**config.mk**
```make
export PLATFORM = sky130hd
export DESIGN_NAME = led_chaser
export DESIGN_NICKNAME = d
export VERILOG_FILES = /design/src/rtl/led_chaser.sv
export SDC_FILE = /design/constraint.sdc
export NUM_CORES = 1
export LEC_CHECK = 0
export CORE_MARGIN = 2
export CORE_UTILIZATION = 48
export CTS_CLUSTER_DIAMETER = 50
export DETAILED_ROUTE_END_ITERATION = 10
export PLACE_DENSITY = 0.68
export REMOVE_ABC_BUFFERS = 1
export SYNTH_ARGS = -nofsm -noshare
export SYNTH_HDL_FRONTEND = slang
export SYNTH_SLANG_ARGS = --single-unit
```
**constraint.sdc**
```tcl
create_clock -name i_clk -period 2.7 [get_ports i_clk]
set_clock_uncertainty 0.2 [all_clocks]
set_input_delay 0.54 -clock i_clk [delete_from_list [all_inputs] [get_ports i_clk]]
set_output_delay 0.54 -clock i_clk [all_outputs]
set_load 0.02 [all_outputs]
```
**src/rtl/led_chaser.sv**
```systemverilog
// LED pattern chaser: free-running step divider, debounced load button,
// and four pattern modes (rotate left/right, bounce, binary count).
module led_chaser #(
  parameter int WIDTH     = 8,
  parameter int DIV_WIDTH = 21,
  parameter int DB_WIDTH  = 16
) (
  input  logic             i_clk,
  input  logic             i_rst,
  input  logic             i_btn_n,
  input  logic [1:0]       i_mode,
  input  logic             i_pause,
  input  logic [WIDTH-1:0] i_seed,
  output logic [WIDTH-1:0] o_led,
  output logic             o_tick
);

  typedef enum logic [1:0] {
    MODE_ROL    = 2'b00,
    MODE_ROR    = 2'b01,
    MODE_BOUNCE = 2'b10,
    MODE_COUNT  = 2'b11
  } mode_e;

  typedef enum logic {
    DIR_LEFT  = 1'b0,
    DIR_RIGHT = 1'b1
  } dir_e;

  localparam logic [WIDTH-1:0] LED_ONE = {{(WIDTH-1){1'b0}}, 1'b1};

  logic [DIV_WIDTH-1:0] ctr_q, ctr_d;
  logic                 step_en;
  logic                 tick_q, tick_d;
  logic                 sync1_q, sync1_d;
  logic                 sync2_q, sync2_d;
  logic                 btn_db_q, btn_db_d;
  logic [DB_WIDTH-1:0]  db_cnt_q, db_cnt_d;
  logic                 press;
  logic [WIDTH-1:0]     led_q, led_d;
  dir_e                 dir_q, dir_d;
  mode_e                mode;
  logic                 led_zero;

  assign mode     = mode_e'(i_mode);
  assign led_zero = (led_q == '0);

  always_comb begin
    ctr_d   = ctr_q + 1'b1;
    step_en = &ctr_q;
    tick_d  = step_en;
  end

  always_comb begin
    sync1_d = i_btn_n;
    sync2_d = sync1_q;
  end

  // The synced level must disagree with btn_db for 2^DB_WIDTH consecutive
  // clocks before it is accepted; any agreement restarts the window.
  always_comb begin
    btn_db_d = btn_db_q;
    db_cnt_d = '0;
    press    = 1'b0;
    if (sync2_q != btn_db_q) begin
      if (&db_cnt_q) begin
        btn_db_d = sync2_q;
        press    = btn_db_q & ~sync2_q;
      end else begin
        db_cnt_d = db_cnt_q + 1'b1;
      end
    end
  end

  always_comb begin
    led_d = led_q;
    dir_d = dir_q;
    if (press) begin
      led_d = (i_seed == '0) ? LED_ONE : i_seed;
      dir_d = DIR_LEFT;
    end else if (step_en && !i_pause) begin
      unique case (mode)
        MODE_ROL: begin
          led_d = led_zero ? LED_ONE : {led_q[WIDTH-2:0], led_q[WIDTH-1]};
        end
        MODE_ROR: begin
          led_d = led_zero ? LED_ONE : {led_q[0], led_q[WIDTH-1:1]};
        end
        MODE_BOUNCE: begin
          // Direction flips on the step that finds the lit edge bit, and
          // that same step already moves back inward.
          if (led_zero) begin
            led_d = LED_ONE;
          end else if (dir_q == DIR_LEFT) begin
            if (led_q[WIDTH-1]) begin
              dir_d = DIR_RIGHT;
              led_d = led_q >> 1;
            end else begin
              led_d = led_q << 1;
            end
          end else begin
            if (led_q[0]) begin
              dir_d = DIR_LEFT;
              led_d = led_q << 1;
            end else begin
              led_d = led_q >> 1;
            end
          end
        end
        MODE_COUNT: begin
          led_d = led_q + 1'b1;
        end
      endcase
    end
  end

  always_ff @(posedge i_clk or posedge i_rst) begin
    if (i_rst) begin
      ctr_q    <= '0;
      tick_q   <= 1'b0;
      sync1_q  <= 1'b1;
      sync2_q  <= 1'b1;
      btn_db_q <= 1'b1;
      db_cnt_q <= '0;
      led_q    <= LED_ONE;
      dir_q    <= DIR_LEFT;
    end else begin
      ctr_q    <= ctr_d;
      tick_q   <= tick_d;
      sync1_q  <= sync1_d;
      sync2_q  <= sync2_d;
      btn_db_q <= btn_db_d;
      db_cnt_q <= db_cnt_d;
      led_q    <= led_d;
      dir_q    <= dir_d;
    end
  end

  assign o_led  = led_q;
  assign o_tick = tick_q;

endmodule

```
Word-level counts from Yosys, hierarchy flattened
Index checks and enable logic that the tools add are counted.
W data, S select, Z words.
{"block": "totals", "regBits": 50, "latch_bits": 0, "ram_bits": 0, "mem_bits_ro": 0, "input_bits": 14, "out_inout_bits": 9, "elab_cells": 50, "memories": 0}
{"block": "classes", "add_sub_neg": 3, "n_mul": 0, "n_div": 0, "order_cmp": 0, "eq_ne": 5, "shift": 0, "muxes": 21, "bitwise": 2, "n_reduce_logical": 11}
{"cell": "$mux W8", "count": 9}
{"cell": "$mux W16", "count": 2}
{"cell": "$pmux W8 S4", "count": 1}
{"cell": "$add A21 B1 Y21 const B", "count": 1}
{"cell": "$reduce_and A21 Y1", "count": 1}
{"cell": "$reduce_and A17 Y1", "count": 1}
{"cell": "$add A16 B1 Y16 const B", "count": 1}
{"cell": "$logic_not A8 Y1", "count": 2}
{"cell": "$reduce_and A16 Y1", "count": 1}
{"cell": "$mux W1", "count": 9}
{"cell": "$add A8 B1 Y8 const B", "count": 1}
{"cell": "$eq A2 B2 Y1 const B", "count": 2}
{"cell": "$reduce_bool A2 Y1", "count": 2}
{"cell": "$reduce_and A3 Y1", "count": 1}
{"cell": "$eq A2 B1 Y1 const B", "count": 1}
{"cell": "$logic_not A2 Y1", "count": 1}
{"cell": "$ne A2 B2 Y1 const B", "count": 1}
{"cell": "$and A1 B1 Y1", "count": 1}
{"cell": "$logic_and A1 B1 Y1", "count": 1}
{"cell": "$logic_not A1 Y1", "count": 1}
{"cell": "$ne A1 B1 Y1", "count": 1}
{"cell": "$not A1 Y1", "count": 1}

Logic depth before layout (Yosys ltp)
{"block": "logic_depth", "ltp_word": 6, "depth_mapped": 8, "mapped_depth_nobuf": 7}

Worst setup path after synthesis
OpenSTA, ideal clock, no wires.
{"block": "synth_timing", "kind": "register -> register", "startpoint": "reg ctr_q[0]", "endpoint": "reg led_q[6], in the netlist o_led[6]", "setup_ps": 121, "arrival_ps": 2119, "required_ps": 2379, "setup_slack_ps": 260, "path_stages_with_launch": 9, "path_buffers": 2, "period_less_slack_ps": 2440, "path_cell_list": "dfrtp_1 > ha_1 > nand4_1 > or4_1 > buf_2 > or4_4 > buf_6 > a21o_1 > o22a_1"}
{"block": "synth_via", "elab_chain_len": 3}
{"element": "from (decl)", "line": "32", "text": "logic [DIV_WIDTH-1:0] ctr_q, ctr_d;"}
{"element": "from (signal assigned)", "line": "128", "text": "ctr_q <= ctr_d;"}
{"element": "$reduce_and A21 Y1", "line": "50", "text": "step_en = &ctr_q;"}
{"element": "$logic_and A1 B1 Y1", "line": "81", "text": "end else if (step_en && !i_pause) begin"}
{"element": "$reduce_bool A2 Y1 (no source line)"}
{"element": "to (signal assigned)", "line": "134", "text": "led_q <= led_d;"}
{"element": "to (decl)", "line": "40", "text": "logic [WIDTH-1:0] led_q, led_d;"}
Every way passes these cells.
A chain may end at the register's enable or synchronous reset.

Final worst setup path
Same ends and word-level chain as after synthesis.

==> impl_metrics.tcl <==
set metrics [dict create \
    place_ws_ps 147 \
    finalCritPeriodShare_pct 94.3 \
    drc 0 \
    synth.avg_cell_area_sq_um 9.51 \
    crit_slowest_cell "or4_1" \
    drt-met1-wl_um 2710 \
    regArea_sq_um 1260 \
    die-area_sq_um 6450 \
    via_per_inst 5.62 \
    first_pass_iters 4 \
    tightest_slew_ps 529 \
    postRouteAntennaNets 0 \
    nNetsFinal 343 \
    max_stage_delay_ps 620 \
    grt_pass1_wl_um 10200 \
    synth_edf_count 0 \
    die_y_um 80.3 \
    cp.required_ps 2690 \
    synth-async-reset-ratio_pct 100 \
    synth_seq_cells 50 \
    setup_viol 0 \
    clk_latency_ps 300 \
    clock_path_buffers 2 \
    avgRoutedWirePerCell_um 14.4 \
    vdd.ir_drop.worst_mv 0.352 \
    cts-root-buf "clkbuf_8" \
    diodes 0 \
    maxCapViolCount 0 \
    endpoint_kind "register" \
    wl_met3_um 250 \
    hold_path.class "reg2reg" \
    synth_warnings 0 \
    cts_tree "yes" \
    arrival_ps 2540 \
    outcome "complete, no violations" \
    synth.largest_area_cell "dfrtp_1" \
    numCtsBuffers 5 \
    grt-ovfl-total 0 \
    netlist_instances 294 \
    ios 23 \
    ys.flop_type "dfrtp_1" \
    rsz0062_at_grt "no" \
    synth_area_sq_um 2800 \
    drtIter0Drc 163 \
    row_count 27 \
    gp_congestion 0.912 \
    report.final.slew_viol_count 0 \
    layout-drive-gt1-share_pct 9.88 \
    routed_wl_um 5710 \
    routed.top_layer "met4" \
    path_clk_slew_ps 90 \
    grt_pass1_vias 2163 \
    synth.area.top_cells "dfrtp_1 (41%), xnor2_1 (6.9%), xor2_1 (4.4%)" \
    setup_ws_ps 154 \
    setup_tns_ps 0 \
    finalCriticalPeriod_ps 2550 \
    numPortBuffers 22 \
    p_leak_uw 0.00138 \
    hold_violations 0 \
    start_util_pct 50.1 \
    cts_resized 0 \
    maxSlewHeadroom_pct 64.4 \
    cts.sinks 50 \
    antenna_found_initial 0 \
    grt_usage_pct 20.2 \
    fillers 494 \
    vias 2226 \
    multiInputGateArea_sq_um 1440 \
    critPathKind "reg2reg" \
    post_cts_buffers 0 \
    ys_seq_area_share_pct 44.9 \
    dp_hpwl_um 4170 \
    cp_max_fo 8 \
    area_growth_pct 16.3 \
    core_area_sq_um 5570 \
    ys_types 51 \
    r2r_cells 6 \
    ctsHtreeMaxLevel 2 \
    power_density_nw_per_um2 427 \
    max_clock_freq_ghz 0.393 \
    cp_cell_sequence "ha_1, nand4_1, or4_1, or4_4, a21o_1, o22a_1" \
    die_w_um 80.3 \
    wl_met2_um 2620 \
    grt_max_degree 23 \
    startpoint_type "register" \
    hold_buffers 0 \
    hold_depth 0 \
    synth_top_area_share_pct 41.2 \
]
## state kept, by name, summed over array words and instances (netlist names)
register and cells:
sync1_q 1, btn_db_q 1, o_led 8, db_cnt_q 16
o_tick 1, dir_q 1, sync2_q 1, ctr_q 21
## power breakdown
group,switching [uW],internal [uW],leakage (uW)
clock,236,259,0.0000575
combinational,68.3,55.5,0.000658
sequential,12.2,759,0.000662
## metal layers
metal,global-route usage [%],vias to the layer above
met2,30.3,50
met5,0,-
met4,8.31,0
met3,3.71,10
li1,-,1099
met1,28.8,1067
## cell usage after synthesis, types with 2 or more instances
| master | number |
|---|---|
| a211oi_1 | 2 |
| a22oi_1 | 2 |
| inv_1 | 11 |
| dfstp_2 | 4 |
| a21oi_1 | 8 |
| and2_1 | 2 |
| dfrtp_1 | 46 |
| ha_1 | 6 |
| clkbuf_1 | 10 |
| a211oi_2 | 2 |
| o211ai_1 | 3 |
| nand3_1 | 20 |
| nor2b_1 | 9 |
| o22ai_1 | 2 |
| a21boi_0 | 2 |
| a21o_1 | 2 |
| and4_1 | 5 |
| nor3_1 | 6 |
| and3_1 | 5 |
| o31ai_1 | 2 |
| or3_1 | 2 |
| o21ai_0 | 8 |
| or4_1 | 3 |
| nand2b_1 | 4 |
| mux2_2 | 2 |
| nor2_1 | 31 |
| mux2i_1 | 2 |
| nand4_1 | 10 |
| xnor2_1 | 22 |
| xor2_1 | 14 |
| nand2_1 | 23 |
| o21ai_1 | 2 |
| a211o_1 | 2 |
| nor4_1 | 3 |
## worst max-delay path: cells and delay by family (launching register included)
kind                     cells  cell delay [ps]
adder cells (fa/ha/maj)      1              220
AND/OR/NAND/NOR              3             1270
flip-flops                   1              390
AO/OA/AOI/OAI                2              360
## worst paths after layout
check,startpoint,endpoint,slack (ps)
worst max-delay path,ctr_q[0]$_DFF_PP0_,o_led[6]$_DFFE_PP0P_,150
worst min-delay path,sync1_q$_DFF_PP1_,sync2_q$_DFF_PP1_,160
worst max register to register,ctr_q[0]$_DFF_PP0_,o_led[6]$_DFFE_PP0P_,150
worst min register to register,sync1_q$_DFF_PP1_,sync2_q$_DFF_PP1_,160
max in group asynchronous,i_rst,sync1_q$_DFF_PP1_,1310
min in group asynchronous,i_rst,db_cnt_q[15]$_DFF_PP0_,350
## cell type report
cell class / instances / share of cell area [%]
repair buffers: 34 / 9.54
multi-input cells: 221 / 44.4
flip-flops and latches: 50 / 38.6
well taps: 72 / 2.77
clock buffers: 8 / 3.39
inverters: 11 / 1.27
## cells in the final DEF, fill, tap and decap left out, types with 3 or more instances in the layout
cell and instances:
dfstp_2 4, clkdlybuf4s50_1 22, xnor2_1 22, nor2_1 31
o21ai_0 8, nor2b_1 9, a21oi_1 8, clkbuf_8 8
nand3_1 20, or4_1 3, and3_1 5, buf_4 12
dfrtp_1 46, ha_1 6, and4_1 5, o211ai_1 3
nand4_1 10, nor4_1 3, nor3_1 6, nand2_1 23
inv_1 10, xor2_1 14, nand2b_1 4
## cell families after synthesis
| family | after synthesis | synth area share (%) |
|---|---|---|
| flip-flops | 50 | 44.9 |
| AND/OR/NAND/NOR | 127 | 23.9 |
| buffers and inverters | 23 | 3.40 |
| AO/OA/AOI/OAI | 48 | 12.3 |
| multiplexers | 4 | 1.52 |
| adder cells (fa/ha/maj) | 6 | 2.69 |
| XOR/XNOR | 36 | 11.3 |
## metrics by stage
| stage | std cells | utilization (%) | total power, uW | instance area [sq um] | hold WS, ps |
|---|---|---|---|---|---|
| finish | 396 | 58.3 | 1390 | 3250 | 161 |
| detailed placement | 388 | 56.4 | 909 | 3140 | 151 |
| CTS | 396 | 58.3 | 1410 | 3250 | 164 |
| global route | 396 | 58.3 | 1450 | 3250 | 168 |
| global placement | 388 | 56.4 | 908 | 3140 | 145 |
| floorplan | 282 | - | 849 | 2740 | 145 |
Power figures use the tool's default switching activity.
